$ cat src/rtl/cache_pkg.sv
// Shared types and address helpers for the direct-mapped cache controller.
package cache_pkg;

  typedef enum logic [2:0] {
    IDLE     = 3'd0,
    COMPARE  = 3'd1,
    MEM_RD   = 3'd2,
    MEM_FILL = 3'd3,
    MEM_WR   = 3'd4
  } state_t;

  // Lines are a power of two, so modulo/divide reduce to the low/high address bits.
  function automatic int unsigned get_idx(input int unsigned addr, input int unsigned lines);
    return addr % lines;
  endfunction

  function automatic int unsigned get_tag(input int unsigned addr, input int unsigned lines);
    return addr / lines;
  endfunction

endpackage

$ cat src/rtl/cache_line_store.sv
// Valid/tag/data arrays for a direct-mapped cache: combinational lookup, one write port.
import cache_pkg::*;

module cache_line_store #(
  parameter int ADDR_W = 8,
  parameter int DATA_W = 8,
  parameter int LINES  = 16,
  localparam int IDX_W = $clog2(LINES),
  localparam int TAG_W = ADDR_W - IDX_W
) (
  input  logic              clk,
  input  logic              rst,
  input  logic [IDX_W-1:0]  lk_idx,
  input  logic [TAG_W-1:0]  lk_tag,
  output logic              lk_hit,
  output logic [DATA_W-1:0] lk_data,
  input  logic              wr_en,
  input  logic [IDX_W-1:0]  wr_idx,
  input  logic [TAG_W-1:0]  wr_tag,
  input  logic [DATA_W-1:0] wr_data
);

  logic [LINES-1:0]  valid;
  logic [TAG_W-1:0]  tags  [LINES];
  logic [DATA_W-1:0] lines [LINES];

  // Only the valid bits are cleared; stale tags/data are harmless while invalid.
  always_ff @(posedge clk or posedge rst) begin
    if (rst) begin
      valid <= '0;
    end else if (wr_en) begin
      valid[wr_idx] <= 1'b1;
    end
  end

  always_ff @(posedge clk) begin
    if (wr_en) begin
      tags[wr_idx]  <= wr_tag;
      lines[wr_idx] <= wr_data;
    end
  end

  assign lk_hit  = valid[lk_idx] && (tags[lk_idx] == lk_tag);
  assign lk_data = lines[lk_idx];

endmodule

$ cat src/rtl/dm_cache_ctrl.sv
// Direct-mapped write-through, no-write-allocate cache controller in front of a 1-cycle sync RAM.
// Optional hit/miss counters are enabled by defining CACHE_STATS_EN.
import cache_pkg::*;

module dm_cache_ctrl #(
  parameter int ADDR_W = 8,
  parameter int DATA_W = 8,
  parameter int LINES  = 16
) (
  input  logic              clk,
  input  logic              rst,
  input  logic              req_valid,
  output logic              req_ready,
  input  logic              req_we,
  input  logic [ADDR_W-1:0] req_addr,
  input  logic [DATA_W-1:0] req_wdata,
  output logic              rsp_valid,
  output logic [DATA_W-1:0] rsp_rdata,
  output logic              mem_we,
  output logic [ADDR_W-1:0] mem_addr,
  output logic [DATA_W-1:0] mem_wdata,
  input  logic [DATA_W-1:0] mem_rdata
`ifdef CACHE_STATS_EN
  ,
  output logic [15:0]       hit_count,
  output logic [15:0]       miss_count
`endif
);

  localparam int IDX_W = $clog2(LINES);
  localparam int TAG_W = ADDR_W - IDX_W;

  state_t state, state_nxt;

  logic              lat_we;
  logic [ADDR_W-1:0] lat_addr;
  logic [DATA_W-1:0] lat_wdata;

  logic [IDX_W-1:0]  lat_idx;
  logic [TAG_W-1:0]  lat_tag;
  logic              hit;
  logic [DATA_W-1:0] line_data;
  logic              ls_wr_en;
  logic [DATA_W-1:0] ls_wr_data;

  assign lat_idx = IDX_W'(get_idx(32'(lat_addr), LINES));
  assign lat_tag = TAG_W'(get_tag(32'(lat_addr), LINES));

  cache_line_store #(
    .ADDR_W (ADDR_W),
    .DATA_W (DATA_W),
    .LINES  (LINES)
  ) u_store (
    .clk     (clk),
    .rst     (rst),
    .lk_idx  (lat_idx),
    .lk_tag  (lat_tag),
    .lk_hit  (hit),
    .lk_data (line_data),
    .wr_en   (ls_wr_en),
    .wr_idx  (lat_idx),
    .wr_tag  (lat_tag),
    .wr_data (ls_wr_data)
  );

  always_ff @(posedge clk or posedge rst) begin
    if (rst) state <= IDLE;
    else     state <= state_nxt;
  end

  always_comb begin
    state_nxt = state;
    case (state)
      IDLE:     if (req_valid) state_nxt = COMPARE;
      COMPARE: begin
        if (lat_we)   state_nxt = MEM_WR;
        else if (hit) state_nxt = IDLE;
        else          state_nxt = MEM_RD;
      end
      MEM_RD:   state_nxt = MEM_FILL;
      MEM_FILL: state_nxt = IDLE;
      MEM_WR:   state_nxt = IDLE;
      default:  state_nxt = IDLE;
    endcase
  end

  // RAM port and line-store write are pure decodes of state and the latched request.
  always_comb begin
    req_ready  = 1'b0;
    mem_we     = 1'b0;
    mem_addr   = '0;
    mem_wdata  = '0;
    ls_wr_en   = 1'b0;
    ls_wr_data = '0;
    case (state)
      IDLE:     req_ready = 1'b1;
      MEM_RD:   mem_addr  = lat_addr;
      MEM_FILL: begin
        ls_wr_en   = 1'b1;
        ls_wr_data = mem_rdata;
      end
      MEM_WR: begin
        mem_we     = 1'b1;
        mem_addr   = lat_addr;
        mem_wdata  = lat_wdata;
        ls_wr_en   = hit;
        ls_wr_data = lat_wdata;
      end
      default: ;
    endcase
  end

  always_ff @(posedge clk or posedge rst) begin
    if (rst) begin
      lat_we    <= 1'b0;
      lat_addr  <= '0;
      lat_wdata <= '0;
    end else if (state == IDLE && req_valid) begin
      lat_we    <= req_we;
      lat_addr  <= req_addr;
      lat_wdata <= req_wdata;
    end
  end

  // Response: one-cycle pulse, data held between loads.
  always_ff @(posedge clk or posedge rst) begin
    if (rst) begin
      rsp_valid <= 1'b0;
      rsp_rdata <= '0;
    end else begin
      rsp_valid <= 1'b0;
      case (state)
        COMPARE: begin
          if (!lat_we && hit) begin
            rsp_valid <= 1'b1;
            rsp_rdata <= line_data;
          end
        end
        MEM_FILL: begin
          rsp_valid <= 1'b1;
          rsp_rdata <= mem_rdata;
        end
        MEM_WR:  rsp_valid <= 1'b1;
        default: ;
      endcase
    end
  end

`ifdef CACHE_STATS_EN
  always_ff @(posedge clk or posedge rst) begin
    if (rst) begin
      hit_count  <= '0;
      miss_count <= '0;
    end else if (state == COMPARE && !lat_we) begin
      if (hit && hit_count != 16'hFFFF)
        hit_count <= hit_count + 16'd1;
      else if (!hit && miss_count != 16'hFFFF)
        miss_count <= miss_count + 16'd1;
    end
  end
`endif

endmodule
$ cat config.mk
export PLATFORM = sky130hd
export DESIGN_NAME = dm_cache_ctrl
export DESIGN_NICKNAME = d
export VERILOG_FILES = /design/src/rtl/cache_pkg.sv /design/src/rtl/cache_line_store.sv /design/src/rtl/dm_cache_ctrl.sv
export SDC_FILE = /design/constraint.sdc
export NUM_CORES = 1
export LEC_CHECK = 0
export BUFFER_PORTS_ARGS = -buffer_cell sky130_fd_sc_hd__buf_2
export CORE_ASPECT_RATIO = 0.8
export CORE_MARGIN = 1.5
export CORE_UTILIZATION = 48
export DETAILED_ROUTE_END_ITERATION = 8
export PLACE_DENSITY = 0.64
export SLEW_MARGIN = 20
export SYNTH_ARGS = -nofsm -noshare
export SYNTH_HDL_FRONTEND = slang
export SYNTH_SLANG_ARGS = --single-unit
$ cat constraint.sdc
create_clock -name clk -period 5.2 [get_ports clk]
set_input_delay 0.78 -clock clk [delete_from_list [all_inputs] [get_ports clk]]
set_output_delay 0.78 -clock clk [all_outputs]
set_load 0.03 [all_outputs]
Yosys cells after proc, flatten, opt, wreduce, memory -nomap -nowiden
Memory sizes are Yosys's and may differ from the RTL's.
Cells that the tools add are included.
{"block": "totals", "register_bits": 45, "mem_bits_rw": 192, "input_bits": 28, "output_inout_bits": 27, "elab_cells": 49, "memories": 2}
{"block": "classes", "order_cmp": 2, "eq_ne": 7, "n_mux": 20, "bitwise_logic": 1, "reduce_logical": 10}
{"memory": "u_store.lines", "words": 16, "width": 8, "read_ports": 1, "rd_ports_with_merged_regs": 0, "wr": 1, "line": "cache_line_store.sv:25", "text": "logic [DATA_W-1:0] lines [LINES];"}
{"memory": "u_store.tags", "words": 16, "width": 4, "read_ports": 1, "rd_ports_with_merged_regs": 0, "wr": 1, "line": "cache_line_store.sv:24", "text": "logic [TAG_W-1:0] tags [LINES];"}
{"operator": "$pmux W8 S2", "n": 2}
{"operator": "$mux W8", "n": 3}
{"operator": "$or A16 B16 Y16", "n": 1}
{"operator": "$pmux W3 S3", "n": 1}
{"operator": "$mux W1", "n": 7}
{"operator": "$eq A3 B2 Y1 const B", "n": 2}
{"operator": "$mux W3", "n": 2}
{"operator": "$lt A4 B5 Y1 const B", "n": 1}
{"operator": "$bmux W1 S4", "n": 1}
{"operator": "$demux W1 S4", "n": 1}
{"operator": "$eq A4 B4 Y1", "n": 1}
{"operator": "$ge A4 B1 Y1 const B", "n": 1}
{"operator": "$logic_and A1 B1 Y1", "n": 4}
{"operator": "$ne A2 B2 Y1 const B", "n": 2}
{"operator": "$pmux W1 S2", "n": 2}
{"operator": "$reduce_or A2 Y1", "n": 2}
{"operator": "$eq A3 B1 Y1 const B", "n": 1}
{"operator": "$eq A3 B3 Y1 const B", "n": 1}
{"operator": "$logic_not A3 Y1", "n": 1}
{"operator": "$mux W2", "n": 1}
{"operator": "$reduce_and A2 Y1", "n": 1}
{"operator": "$reduce_bool A2 Y1", "n": 1}
{"operator": "$logic_not A1 Y1", "n": 1}

Logic depth before layout (Yosys ltp)
{"block": "depth", "depth_word": 6, "ltp_mapped": 10}

Modules after synthesis
A second synthesis with hierarchy kept.
{"block": "hier_totals", "cells_unflattened": 472, "hier_area_um2": 9525.4}
{"module": "cache_line_store", "instances": 1, "cells_per_inst": 345, "area_per_inst_um2": 8030.2, "seq_area_each_um2": 6165.9}
{"module": "dm_cache_ctrl", "instances": 1, "cells_per_inst": 127, "area_per_inst_um2": 1495.2, "seq_area_each_um2": 725.7}

Worst setup path before layout
No wires, ideal clock.
{"block": "synth_path", "kind": "register -> register", "startpoint": "reg lat_addr[2]", "endpoint": "mem u_store.lines[10][0], enable pin", "setup_time_ns": 0.380, "t_arrival_ns": 3.024, "required_time_ns": 4.820, "path_slack_ns": 1.796, "path_stages_with_launch": 11, "synth_period_minus_slack_ns": 3.404, "path_cell_list": "dfrtp_1 buf_6 buf_6 mux4_2 a22oi_2 a21oi_1 or4_4 nor3b_1 a21oi_1 buf_2 nor2_1"}
{"block": "synth_via", "elab_chain_cells": 6, "word_cells_on_any_way": 8}
{"element": "start, declared", "line": "dm_cache_ctrl.sv:36", "text": "logic [ADDR_W-1:0] lat_addr;"}
{"element": "start signal, assigned", "line": "dm_cache_ctrl.sv:120", "text": "lat_addr <= req_addr;"}
{"element": "$mem_v2 Z16 W4 / $bmux W1 S4 (equally long branches)"}
{"element": "$eq A4 B4 Y1 / $mux W1 (equally long branches)", "line": "cache_line_store.sv:43", "text": "assign lk_hit = valid[lk_idx] && (tags[lk_idx] == lk_tag);"}
{"element": "$logic_and A1 B1 Y1", "line": "cache_line_store.sv:43"}
{"element": "$pmux W1 S2", "line": "dm_cache_ctrl.sv:95", "text": "case (state)"}
{"element": "$mux W1", "line": "cache_line_store.sv:37", "text": "if (wr_en) begin"}
{"element": "$mux W1 (implied by the code)", "line": "cache_line_store.sv:39", "text": "lines[wr_idx] <= wr_data;"}
{"element": "end, declared", "line": "cache_line_store.sv:25"}
Parallel ways exist; a longest one is shown, timed or not. The select of a mux whose other input is x is not followed.

Final worst setup path
{"block": "layout_path", "startpoint": "reg lat_addr[2]", "endpoint": "mem u_store.lines[8][1], enable pin"}
Same word-level chain as after synthesis.

==> impl_table.tex <==
\begin{tabular}{lr}
\hline
Metric & Value \\
\hline
\multicolumn{2}{l}{\textbf{Global routing}} \\
Wire length of the first global-routing pass & 33,230 µm \\
Global Route Usage Sum & 22.11\% \\
Overflow left after global routing & 0 \\
Number of antenna violations at the first check in global routing & 1 \\
Number of global-route vias before repair & 5,066 \\
Pin count of the biggest net entering global routing & 46 \\
\multicolumn{2}{l}{\textbf{Setup path}} \\
Critical Path RT & 5.33 ns \\
Worst reg2reg startpoint & lat\_addr[2] \\
Type of the worst setup path & reg -> reg \\
Worst setup slack for register-to-register paths & 0.96 ns \\
Length in cells of the worst reg-to-reg path & 8 \\
Kind of start point of the critical path & flip-flop \\
Arrival time of the worst setup path & 4.37 ns \\
Critical Path Source & lat\_addr[2] \\
End of the worst register-to-register path & u\_store.lines[8][1] \\
Critical Path Fanout Max & 16 \\
CP Capture Type & flip-flop \\
\multicolumn{2}{l}{\textbf{Timing}} \\
Setup violators final & 0 \\
Final cycle utilization of the critical path & 81.57\% \\
Final sum of negative setup slack & 0 ns \\
Max\_slew headroom & 28.69\% \\
Unrepaired setup endpoints after global routing & false \\
Least-Margin Pin Slew & 1.066 ns \\
Achievable Freq & 235.8 MHz \\
Final number of max-transition violations & 0 \\
Minimum period implied by the final worst setup slack & 4.242 ns \\
Post-Route Skew & 0.01017 ns \\
Final Hold Violating Endpoints & 0 \\
\multicolumn{2}{l}{\textbf{Die}} \\
Die extent in y & 128.8 µm \\
Chip width & 160.3 µm \\
Effective utilization at floorplan & 49.48\% \\
Standard-cell rows & 45 \\
Die Footprint & 0.02065 mm² \\
Number of top-level design ports & 55 \\
Placeable core region & 0.01920 mm² \\
\multicolumn{2}{l}{\textbf{Route}} \\
Via density per instance & 6.078 \\
DRC violations left & 0 \\
Met3 wire length & 2399 µm \\
Final ANT Viol Nets & 0 \\
Met2 routed wirelength & 9003 µm \\
Number of DRC markers after the initial detailed-route iteration & 632 \\
First-pass detailed-route iteration total & 7 \\
Met1 wire length & 10,140 µm \\
Highest routed layer & met5 \\
Total wire length & 22,010 µm \\
Average routed wire per standard cell & 26.01 µm \\
Via total after detailed routing & 5,142 \\
\multicolumn{2}{l}{\textbf{Finish}} \\
Share of cells above drive strength 1 & 33.84\% \\
Layout overhead on the synthesized area & 14.74\% \\
Number of diodes & 0 \\
\# nets final & 599 \\
Area of all placed cells without fillers & 0.01090 mm² \\
FILL cells & 1,431 \\
\multicolumn{2}{l}{\textbf{Synthesis}} \\
Sequential-to-total area share from yosys stat & 72.55\% \\
Average footprint of a synthesized cell & 18.92 µm² \\
Main flop type after synthesis & sky130\_fd\_sc\_hd\_\_edfxtp\_1 \\
Number of synthesis warnings & 0 \\
Syn Inst Count & 502 \\
Async set or reset register ratio after synthesis & 18.99\% \\
Post-synth net total & 530 \\
Synth unique cells & 36 \\
Area leader, netlist & sky130\_fd\_sc\_hd\_\_edfxtp\_1 \\
Synthesized area & 0.009499 mm² \\
Number of enable flip-flop cells after synthesis & 192 \\
Top post-synthesis cells by area & sky130\_fd\_sc\_hd\_\_edfxtp\_1 61\%, sky130\_fd\_sc\_hd\_\_mux4\_2 14\%, sky130\_fd\_sc\_hd\_\_dfrtp\_1 12\%, sky130\_fd\_sc\_hd\_\_mux2\_2 2.1\%, sky130\_fd\_sc\_hd\_\_and2\_1 1.3\% \\
Top cell type's share of synthesized area & 60.70\% \\
Number of flip-flops and latches in the synthesized netlist & 237 \\
\multicolumn{2}{l}{\textbf{Clock network}} \\
Clock input transition at the sequential cells of the worst setup and hold paths & 0.06 ns \\
Post-CTS Setup Bufs & 0 \\
Clock buffer count from CTS & 23 \\
Clock network latency to the later pin of the worst-skew pair & 0.51 ns \\
H-tree Lvls & 1 \\
Buffer depth of the longest clock path & 3 \\
Root buf cell & sky130\_fd\_sc\_hd\_\_clkbuf\_16 \\
TritonCTS clock tree & yes \\
CTS-repair resized insts & 0 \\
Cts hold-fix bufs & 0 \\
Clock sink count & 237 \\
\multicolumn{2}{l}{\textbf{Place}} \\
Input/output buffers & 54 \\
Placer congestion estimate & 0.9445 \\
Placed wire-length estimate & 15,300 µm \\
Area of placed instances & 0.01011 mm² \\
\multicolumn{2}{l}{\textbf{Run status}} \\
Result of the run & finished, final reports clean \\
\multicolumn{2}{l}{\textbf{Min path}} \\
Start point of the worst hold path & u\_store.valid[0] \\
Cell depth of the worst min-delay path & 1 \\
WHS Endpoint & u\_store.valid[0] \\
Class of the most critical hold timing path & reg -> reg \\
\multicolumn{2}{l}{\textbf{Power}} \\
Power per cell area & 583.0 mW/mm² \\
Maximum ir drop on the vdd rail & 0.0004163 V \\
Static leakage & 3.873 nW \\
\multicolumn{2}{l}{\textbf{Job}} \\
Max Cap Violations & 0 \\
\hline
\end{tabular}
==> kinds of logic after synthesis <==
kind of cell	after synthesis	share of synthesized area, %
AO/OA/AOI/OAI	65	4.782
XOR/XNOR	1	0.09222
buffers and inverters	33	1.554
flip-flops	237	72.55
multiplexers	82	16.52
AND/OR/NAND/NOR	84	4.505
==> cells in the final DEF (no fill, tap or decap), types with 2 or more instances in the layout <==
cell type	count
sky130_fd_sc_hd__dfrtp_1	43
sky130_fd_sc_hd__o22ai_1	16
sky130_fd_sc_hd__o21bai_1	15
sky130_fd_sc_hd__dfrtp_2	2
sky130_fd_sc_hd__a22oi_1	5
sky130_fd_sc_hd__clkbuf_16	23
sky130_fd_sc_hd__clkinv_1	2
sky130_fd_sc_hd__buf_2	54
sky130_fd_sc_hd__clkinv_2	5
sky130_fd_sc_hd__and2_1	19
sky130_fd_sc_hd__and3_1	4
sky130_fd_sc_hd__clkbuf_1	4
sky130_fd_sc_hd__a22oi_2	3
sky130_fd_sc_hd__a21oi_1	12
sky130_fd_sc_hd__o21ai_0	2
sky130_fd_sc_hd__buf_4	20
sky130_fd_sc_hd__clkinvlp_4	2
sky130_fd_sc_hd__bufinv_16	4
sky130_fd_sc_hd__mux2_2	18
sky130_fd_sc_hd__nand2_1	19
sky130_fd_sc_hd__mux4_2	58
sky130_fd_sc_hd__nor3_1	4
sky130_fd_sc_hd__nor2_1	24
sky130_fd_sc_hd__edfxtp_1	192
sky130_fd_sc_hd__mux2i_1	6
sky130_fd_sc_hd__nor2b_1	5
sky130_fd_sc_hd__a21o_1	8
==> flip-flops by register name, summed over array words and instances, names as in the netlist <==
name / cells
u_store.tags: 64
u_store.valid: 16
state: 3
lat_wdata: 8
rsp_valid: 1
lat_we: 1
rsp_rdata: 8
u_store.lines: 128
lat_addr: 8
==> power breakdown <==
group          internal [mW]  switching, mW  total [mW]
Combinational          0.877           1.05        1.93
Clock                   1.02          0.691        1.71
Sequential              2.41          0.311        2.72
==> cell usage after synthesis, types with 2 or more instances <==
library cell and number:
sky130_fd_sc_hd__o21bai_1 15, sky130_fd_sc_hd__a21oi_1 12, sky130_fd_sc_hd__nand2_1 19, sky130_fd_sc_hd__edfxtp_1 192, sky130_fd_sc_hd__inv_1 2, sky130_fd_sc_hd__nor3b_1 2, sky130_fd_sc_hd__nor2b_1 5, sky130_fd_sc_hd__nor3_1 4
sky130_fd_sc_hd__nor2_1 25, sky130_fd_sc_hd__and3_1 4, sky130_fd_sc_hd__clkbuf_1 15, sky130_fd_sc_hd__a21o_1 8, sky130_fd_sc_hd__buf_6 2, sky130_fd_sc_hd__and2_1 19, sky130_fd_sc_hd__o21ai_0 2, sky130_fd_sc_hd__a22oi_2 3
sky130_fd_sc_hd__buf_2 7, sky130_fd_sc_hd__dfrtp_1 45, sky130_fd_sc_hd__a22oi_1 5, sky130_fd_sc_hd__buf_1 6, sky130_fd_sc_hd__mux2i_1 6, sky130_fd_sc_hd__mux2_2 18, sky130_fd_sc_hd__o22ai_1 16, sky130_fd_sc_hd__mux4_2 58
==> routing by layer <==
metal,vias to the layer above,GRT usage (%)
met5,-,0
met4,4,4.948
met3,37,7.350
met2,288,30.05
met1,2658,34.64
li1,2155,-
==> worst max-delay path, cell delays in order (launching register included) <==
cell and delay, ns:
sky130_fd_sc_hd__dfrtp_1 0.76, sky130_fd_sc_hd__mux4_2 0.58, sky130_fd_sc_hd__a22oi_1 0.24, sky130_fd_sc_hd__a21oi_1 0.10, sky130_fd_sc_hd__or4_4 0.61, sky130_fd_sc_hd__nor3b_1 0.34, sky130_fd_sc_hd__a21oi_1 0.13, sky130_fd_sc_hd__buf_4 0.24
sky130_fd_sc_hd__nor2_1 0.83
==> worst max path at each step <==
stage | to | slack, ns
6_report | u_store.lines[8][1] | 0.96
5_1_grt | u_store.lines[8][1] | 0.64
4_1_cts | u_store.tags[8][2] | 0.94
3_5_place_dp | u_store.lines[2][4] | 0.94
3_3_place_gp | u_store.lines[2][3] | 1.04
2_1_floorplan | u_store.lines[10][0] | 1.80
==> area by class of cell <==
cell class | instances | area, µm² | share of cell area [%]
Clock buffer | 27 | 590.6 | 5.418
Clock inverter | 15 | 192.7 | 1.768
Inverter | 3 | 11.26 | 0.1033
Multi-Input combinational cell | 232 | 2467 | 22.64
Sequential cell | 237 | 6894 | 63.25
Tap cell | 258 | 322.8 | 2.962
Timing Repair Buffer | 74 | 420.4 | 3.857
==> per-stage QoR <==
step	worst slack [ns]	power [mW]	util (%)	instances	hold slack, ns
floorplan	1.796	4.040	-	502	0.4362
global placement	1.039	4.613	52.65	804	0.4572
detailed placement	0.9405	4.652	52.65	804	0.4585
CTS	0.9371	6.368	56.73	846	0.4771
global route	0.6387	6.620	56.77	846	0.4848
finish	0.9583	6.354	56.77	846	0.4726
(Power assumes the default switching activity.)
